`config.mk`:
```
export PLATFORM = sky130hd
export DESIGN_NAME = hack_mul_unit
export DESIGN_NICKNAME = d
export VERILOG_FILES = /design/src/rtl/hack_alu_pkg.sv /design/src/rtl/hack_alu.sv /design/src/rtl/hack_mul_unit.sv /design/src/rtl/alu_mul_sequencer.sv
export SDC_FILE = /design/constraint.sdc
export NUM_CORES = 1
export LEC_CHECK = 0
export ABC_AREA = 1
export CORE_MARGIN = 8
export CORE_UTILIZATION = 52
export CTS_BUF_LIST = sky130_fd_sc_hd__clkbuf_8
export CTS_CLUSTER_SIZE = 12
export DETAILED_ROUTE_END_ITERATION = 10
export GPL_ROUTABILITY_DRIVEN = 0
export GPL_TIMING_DRIVEN = 0
export HOLD_SLACK_MARGIN = 0.08
export PLACE_DENSITY = 0.79
export SLEW_MARGIN = 0
export SYNTH_ARGS = -nofsm -noshare
export SYNTH_HDL_FRONTEND = slang
export SYNTH_SLANG_ARGS = --single-unit
```
`constraint.sdc`:
```
create_clock -name clock -period 3.1 [get_ports clock]
set_clock_uncertainty 0.15 [all_clocks]
set_input_delay 0.62 -clock clock [delete_from_list [all_inputs] [get_ports clock]]
set_output_delay 0.62 -clock clock [all_outputs]
set_load 0.02 [all_outputs]
```
`src/rtl/hack_alu_pkg.sv`:
```
// Shared Hack ALU definitions: control words and multiplier sequencer states.
// Used by the ALU, the multiply sequencer and their integration wrapper.
package hack_alu_pkg;

  localparam logic [5:0] CTL_X_PLUS_Y = 6'b000010;
  localparam logic [5:0] CTL_X_PLUS_0 = 6'b001010;
  localparam logic [5:0] CTL_ZERO     = 6'b101010;
  localparam logic [5:0] CTL_IDLE     = 6'b000000;

  typedef enum logic [1:0] {
    IDLE = 2'd0,
    ADD  = 2'd1,
    DBL  = 2'd2,
    DONE = 2'd3
  } mul_state_e;

endpackage

```
`src/rtl/hack_alu.sv`:
```
// Combinational Hack ALU: zx/nx/zy/ny preset, f selects add or and,
// no negates the result; zr/ng flag the output.
module hack_alu (
  input  logic [15:0] x,
  input  logic [15:0] y,
  input  logic [5:0]  ctl,
  output logic [15:0] out,
  output logic        zr,
  output logic        ng
);

  logic [15:0] xa, ya, o;

  always_comb begin
    xa  = ctl[5] ? 16'h0000 : x;
    xa  = ctl[4] ? ~xa : xa;
    ya  = ctl[3] ? 16'h0000 : y;
    ya  = ctl[2] ? ~ya : ya;
    o   = ctl[1] ? (xa + ya) : (xa & ya);
    out = ctl[0] ? ~o : o;
    zr  = (out == 16'h0000);
    ng  = out[15];
  end

endmodule

```
`src/rtl/hack_mul_unit.sv`:
```
// Integration wrapper: the multiply sequencer paired with one Hack ALU.
// The ALU ports are internal here; only the handshakes are exposed.
module hack_mul_unit #(
  parameter bit EARLY_EXIT = 1'b0
) (
  input  logic        clock,
  input  logic        reset_n,
  input  logic        in_valid,
  output logic        in_ready,
  input  logic [15:0] in_a,
  input  logic [15:0] in_b,
  output logic        out_valid,
  input  logic        out_ready,
  output logic [15:0] out_p,
  output logic        out_zr,
  output logic        out_ng
);

  logic [15:0] alu_x, alu_y, alu_out;
  logic [5:0]  alu_ctl;
  logic        alu_zr, alu_ng;

  alu_mul_sequencer #(
    .WIDTH      (16),
    .EARLY_EXIT (EARLY_EXIT)
  ) u_seq (
    .clock     (clock),
    .reset_n   (reset_n),
    .in_valid  (in_valid),
    .in_ready  (in_ready),
    .in_a      (in_a),
    .in_b      (in_b),
    .out_valid (out_valid),
    .out_ready (out_ready),
    .out_p     (out_p),
    .out_zr    (out_zr),
    .out_ng    (out_ng),
    .alu_x     (alu_x),
    .alu_y     (alu_y),
    .alu_ctl   (alu_ctl),
    .alu_out   (alu_out),
    .alu_zr    (alu_zr),
    .alu_ng    (alu_ng)
  );

  hack_alu u_alu (
    .x   (alu_x),
    .y   (alu_y),
    .ctl (alu_ctl),
    .out (alu_out),
    .zr  (alu_zr),
    .ng  (alu_ng)
  );

endmodule

```
`src/rtl/alu_mul_sequencer.sv`:
```
// Shift-and-add 16-bit multiplier that borrows the external Hack ALU,
// alternating ADD (acc += bit ? mcand : 0) and DBL (mcand += mcand).
module alu_mul_sequencer
  import hack_alu_pkg::*;
#(
  parameter int WIDTH      = 16,
  parameter bit EARLY_EXIT = 1'b0
) (
  input  logic             clock,
  input  logic             reset_n,
  input  logic             in_valid,
  output logic             in_ready,
  input  logic [WIDTH-1:0] in_a,
  input  logic [WIDTH-1:0] in_b,
  output logic             out_valid,
  input  logic             out_ready,
  output logic [WIDTH-1:0] out_p,
  output logic             out_zr,
  output logic             out_ng,
  output logic [WIDTH-1:0] alu_x,
  output logic [WIDTH-1:0] alu_y,
  output logic [5:0]       alu_ctl,
  input  logic [WIDTH-1:0] alu_out,
  input  logic             alu_zr,
  input  logic             alu_ng
);

  localparam int IW = $clog2(WIDTH);

  mul_state_e       state_q, state_d;
  logic [WIDTH-1:0] acc_q, mcand_q, mplier_q;
  logic [IW-1:0]    bit_idx_q;
  logic             zr_q, ng_q;
  logic             accept, last_bit, rest_zero;

  assign accept    = in_valid & in_ready;
  assign last_bit  = (bit_idx_q == IW'(WIDTH - 1));
  assign rest_zero = (mplier_q[WIDTH-1:1] == '0);

  always_ff @(posedge clock or negedge reset_n) begin
    if (!reset_n) state_q <= IDLE;
    else          state_q <= state_d;
  end

  always_comb begin
    state_d = state_q;
    unique case (state_q)
      IDLE: if (accept) state_d = ADD;
      ADD: begin
        if (last_bit || (EARLY_EXIT && rest_zero))
          state_d = DONE;
        else
          state_d = DBL;
      end
      DBL:  state_d = ADD;
      DONE: if (out_ready) state_d = IDLE;
      default: state_d = IDLE;
    endcase
  end

  always_comb begin
    in_ready  = (state_q == IDLE);
    out_valid = (state_q == DONE);
    out_p     = '0;
    out_zr    = 1'b0;
    out_ng    = 1'b0;
    alu_x     = '0;
    alu_y     = '0;
    alu_ctl   = CTL_IDLE;
    unique case (state_q)
      ADD: begin
        alu_x   = acc_q;
        alu_y   = mcand_q;
        // A clear multiplier bit zeroes y so the add contributes nothing
        alu_ctl = mplier_q[0] ? CTL_X_PLUS_Y : CTL_X_PLUS_0;
      end
      DBL: begin
        alu_x   = mcand_q;
        alu_y   = mcand_q;
        alu_ctl = CTL_X_PLUS_Y;
      end
      DONE: begin
        out_p  = acc_q;
        out_zr = zr_q;
        out_ng = ng_q;
      end
      default: ;
    endcase
  end

  always_ff @(posedge clock or negedge reset_n) begin
    if (!reset_n) begin
      acc_q     <= '0;
      mcand_q   <= '0;
      mplier_q  <= '0;
      bit_idx_q <= '0;
      zr_q      <= 1'b0;
      ng_q      <= 1'b0;
    end else begin
      unique case (state_q)
        IDLE: begin
          if (accept) begin
            acc_q     <= '0;
            mcand_q   <= in_a;
            mplier_q  <= in_b;
            bit_idx_q <= '0;
          end
        end
        ADD: begin
          acc_q    <= alu_out;
          zr_q     <= alu_zr;
          ng_q     <= alu_ng;
          mplier_q <= mplier_q >> 1;
        end
        DBL: begin
          mcand_q   <= alu_out;
          bit_idx_q <= bit_idx_q + 1'b1;
        end
        default: ;
      endcase
    end
  end

endmodule
```
* Yosys cells after proc, flatten, opt, wreduce, memory -nomap -nowiden
Index checks and enable logic that the tools add are counted.
** Storage, ports and cells
- Bits in registers :: 56
- Input port bits :: 36
- Output and inout port bits :: 20
- Word-level logic and storage cells :: 53
** Operators by class
- Reduce and logical (&&, ||, !) cells :: 8
- Equality and inequality tests :: 6
- Add/subtract/negate cells :: 2
- Muxes and demuxes :: 25
- Bitwise logic cells :: 5
** Operators by type and width (number)
- two-way mux 16 bit :: 11
- case mux 16 bit (2 select lines) :: 4
- NOT 16 bit :: 3
- adder 16 bit :: 1
- AND 16 bit :: 1
- zero test 16 bit :: 1
- case mux 6 bit (2 select lines) :: 1
- two-way mux 4 bit :: 2
- case mux 2 bit (4 select lines) :: 1
- case mux 4 bit (2 select lines) :: 1
- AND reduction 2 bit :: 3
- adder 4 x 1 -> 4 bit, second input constant :: 1
- == test 2 bit, second input constant :: 2
- == test 4 bit, second input constant :: 1
- two-way mux 2 bit :: 2
- nonzero test 2 bit :: 2
- two-way mux 1 bit :: 3
- == test 2 x 1 -> 1 bit, second input constant :: 1
- zero test 2 bit :: 1
- != test 2 x 1 -> 1 bit, second input constant :: 1
- != test 2 bit, second input constant :: 1
- OR reduction 2 bit :: 1
- AND 1 bit :: 1

* Longest topological paths before layout
- Depth after elaboration :: 11
- Mapped depth :: 21
- Mapped depth without buffers :: 20

* By module
From an unflattened synthesis, not the netlist that was laid out.
** Second synthesis, totals
- Cells, all modules :: 867
- Area, all modules :: 5285.1 um^2
** By module, submodules not included
- alu_mul_sequencer :: cells each 444, instances 1, area each 3161.8 um^2
- hack_alu :: cells each 423, instances 1, area each 2123.3 um^2

* Least setup slack after synthesis
OpenSTA, ideal clock, no wires.
- Kind :: register -> register
- Start :: reg u_seq.state_q[0]
- End :: reg u_seq.zr_q
- Required time :: 2.833 ns
- Path buffers :: 3
- Setup slack :: -0.054 ns
- Stages on the path, launching flop included :: 21
- Arrival :: 2.887 ns
- Setup time :: 0.117 ns
- Path through :: dfrtp_1 inv_1 ha_1 buf_6 buf_4 nand2_1 clkbuf_1 o22ai_1 fa_1 nand2_2 nand2_2 nand3_1 nand2_1 nand2_1 nand2_1 nand2_1 nand3_2 o21ai_2 nor2_1 nand3_1 nand2_1
** On the way
- Longest elaborated chain between the ends :: 11
** Ends and longest elaborated chain
- from (decl) :: RTL line alu_mul_sequencer.sv:30 : mul_state_e state_q, state_d;
- from (signal assigned) :: RTL line alu_mul_sequencer.sv:42 : else state_q <= state_d;
- == test 2 x 1 -> 1 bit / == test 2 bit (equally long branches) :: RTL line alu_mul_sequencer.sv:70, alu_mul_sequencer.sv:100
- OR reduction 2 bit (no source line)
- two-way mux 16 bit :: RTL line alu_mul_sequencer.sv:70 : unique case (state_q)
- two-way mux 16 bit :: RTL line hack_alu.sv:17 : ya = ctl[3] ? 16'h0000 : y;
- NOT 16 bit :: RTL line hack_alu.sv:18 : ya = ctl[2] ? ~ya : ya;
- two-way mux 16 bit :: RTL line hack_alu.sv:18
- adder 16 bit / AND 16 bit (equally long branches) :: RTL line hack_alu.sv:19 : o = ctl[1] ? (xa + ya) : (xa & ya);
- two-way mux 16 bit :: RTL line hack_alu.sv:19
- NOT 16 bit :: RTL line hack_alu.sv:20 : out = ctl[0] ? ~o : o;
- two-way mux 16 bit :: RTL line hack_alu.sv:20
- zero test 16 bit :: RTL line hack_alu.sv:21 : zr = (out == 16'h0000);
- to (signal assigned) :: RTL line alu_mul_sequencer.sv:111 : zr_q <= alu_zr;
- to (decl) :: RTL line alu_mul_sequencer.sv:33 : logic zr_q, ng_q;
Several ways; a longest one is shown, not always the timed one.
A chain may end at the register's enable or synchronous reset.

* Worst setup path after layout
- Start :: reg u_seq.state_q[1]
- End :: reg u_seq.zr_q
The elaborated chain is that of the path after synthesis.

==> metrics <==
outcome complete, but fails checks; failing checks negative setup slack; Detailed Routing Iterations Pass 1 7; Gate power share 0.742; Avg WL per Cell 17.6 um; Seq cells post-synth 56; Clk pwr share 0.077; critical path buffer and inverter count 4; syn avg cell area 6.84 sq um; CP top delay family simple AND/OR/NAND/NOR gates; area grow syn2layout 34.5%; synthesized instance count 606; max incr delay on CP 0.48 ns; Reg area 0.00140 sq mm; Worst IR Drop VDD 0.661 mV; clock latency on the worst-skew pair 0.33 ns; total track usage 0.216; Critical Path Source u_seq.state_q[1]; Leak 2.84 nW; DRT iter0 DRCs 362; dpl cell area 0.00484 sq mm; Worst path slowest cell fa_2; share of layout cells above drive strength 1 0.202; largest net degree at the start of global routing 40; Total Nets Final 756; design area 0.00557 sq mm; yosys warns 0; syn nets 666; WS Path Type register to register; Root Driver clkbuf_8; Seq pwr share 0.181; DRC viols 0; most common cell after layout, fill and taps aside nand2_1; M3 GR Usage 0.0365; busiest metal layer after global routing met2; Setup violations, final 2; Worst-Margin Slew 0.725 ns; num ports 56; grt total ovfl 0; Startpoint Class register; switching part of the total 0.518; vias in the first global route 4277; CTS tree done; die width 105 um; cts hold-fix bufs 0; first-pass GRT wire length 20000 um; footprint of the multi-input gates 0.00250 sq mm; Slew Viols, Final 0; max_cap viols 0; endpoint class of the critical path register; antenna violations before repair 0; Inserted Diodes 0; min cycle time layout 3.29 ns; synth unique cells 34; worst path cell trace inv_2 > ha_4 > buf_6 > buf_12 > o21ai_4 > buf_12 > nor2_4 > ha_4 > fa_2 > o21ai_4 > nand3_2 > nor2_2 > nand3_2 > nor2_2 > nand3_2 > nor2_2 > nand3_1 > nand2_1; most frequent cells in the layout 149 x nand2_1, 96 x inv_1, 56 x dfrtp_1; WL final 14000 um; worst hold path type primary input to asynchronous set/reset pin; Die H 105 um; Fmax 304 MHz; post-synthesis sequential area ratio 0.338; DIE AREA 0.0111 sq mm; # fillers 572; Worst Path Arrival 3.41 ns; H-tree Lvls 2; met2 Use GR 0.372; Max clock buf depth 2; routed vias 4701; met1 Use GR 0.266; CP Data Required Time 3.22 ns; core box area 0.00773 sq mm; Sink Count 56; post-route setup slack -0.191 ns; setup slack, reg-to-reg -0.19 ns; Num CTS Buffers 5; post-DP HPWL 9190 um; power density over the cells 1210 mW/mm^2; final count of hold timing violations 0; FF-to-FF Start u_seq.state_q[1]; Crit Path Max Fanout 6; Core Rows 32; port buffer count 55; Worst-path clk slew 0.11 ns; Final period util 1.06; hold slack 0.0766 ns; antenna-violating nets left 0; RSZ-0062 raised after global routing true; Slew HR 0.517; internal power 3.25 mW; mapped cell area 0.00414 sq mm; vias per cell 5.88; initial core utilization 0.536; NetSw 3.49 mW
==> cell usage after synthesis (all sizes together) <==
cell / count / area, sq um
inv: 104 / 390
a31oi: 16 / 100
clkbuf: 10 / 38.8
nand2: 173 / 684
nand3b: 1 / 7.51
nor3: 2 / 10.0
a21oi: 30 / 165
and2: 1 / 6.26
or2: 2 / 12.5
buf: 13 / 80.1
nor2: 64 / 248
o22ai: 40 / 250
ha: 23 / 288
nand4: 2 / 12.5
fa: 1 / 20.0
o21ai: 22 / 129
o21bai: 1 / 7.51
o211ai: 5 / 37.5
nand3: 40 / 255
dfrtp: 56 / 1400
==> logic make-up (layout without fill, tap and decap cells) <==
logic type / after synthesis / in the layout / synth area share
AOI/OAI and AO/OA: 114 / 114 / 0.166
adders and majority gates: 24 / 24 / 0.0743
DFF: 56 / 56 / 0.338
and+or+nand+nor: 285 / 285 / 0.298
buffers and inverters: 127 / 218 / 0.123
==> what timing repair did <==
| item | in CTS | in global routing |
|---|---|---|
| gates cloned | 0 | 3 |
| gates resized for setup | 34 | 60 |
| pin swaps | 5 | 25 |
| endpoints found under the setup margin | 39 | 29 |
| buffers inserted | 7 | 17 |
==> worst paths after layout <==
check	cells past startpoint	to
worst max register to register	18	u_seq.zr_q
worst min-delay path	1	u_seq.mplier_q[2]
min in group clock	1	u_seq.bit_idx_q[3]
worst max-delay path	18	u_seq.zr_q
worst min register to register	1	u_seq.bit_idx_q[3]
max in group asynchronous	2	u_seq.mcand_q[15]
==> metrics by stage <==
stage / cells / setup TNS (ns) / power [mW] / utilization / setup WS (ns)
floorplan: 606 / 0 / 3.89 / - / 0.0270
global placement: 763 / -35.51 / 4.76 / 0.625 / -0.614
detailed placement: 764 / -9.73 / 4.88 / 0.626 / -0.667
CTS: 779 / 0 / 5.72 / 0.667 / 0.00342
global route: 799 / -0.775 / 7.09 / 0.721 / -0.218
finish: 799 / -0.237 / 6.74 / 0.721 / -0.191
==> layer usage <==
metal	vias up	routed length, um
li1	2130	-
met1	2163	5200
met2	329	6810
met3	79	1330
met4	0	691
met5	-	0
==> cell type report <==
class / count / area share
Timing Repair Buffer: 83 / 0.148
Clock buffer: 5 / 0.0123
Buffer: 23 / 0.0357
Sequential cell: 56 / 0.251
Clock inverter: 3 / 0.00831
Multi-Input combinational cell: 423 / 0.449
Tap cell: 102 / 0.0229
Inverter: 104 / 0.0723
==> flip-flops by register name, summed over array words and instances (netlist names) <==
| name | flops |
|---|---|
| u_seq.ng_q | 1 |
| u_seq.mplier_q | 16 |
| u_seq.mcand_q | 16 |
| u_seq.zr_q | 1 |
| u_seq.state_q | 2 |
| u_seq.bit_idx_q | 4 |
| u_seq.acc_q | 16 |
==> power groups by stage <==
| stage | logic (mW) | registers [mW] | clock network, mW |
|---|---|---|---|
| 5_1_grt | 5.30 | 1.24 | 0.546 |
| 6_report | 5.00 | 1.22 | 0.518 |
| 3_5_place_dp | 3.65 | 1.23 | 0 |
| 3_3_place_gp | 3.55 | 1.22 | 0 |
| 2_1_floorplan | 2.70 | 1.19 | 0 |
| 4_1_cts | 4.00 | 1.21 | 0.512 |
Power figures use the tool's default switching activity.
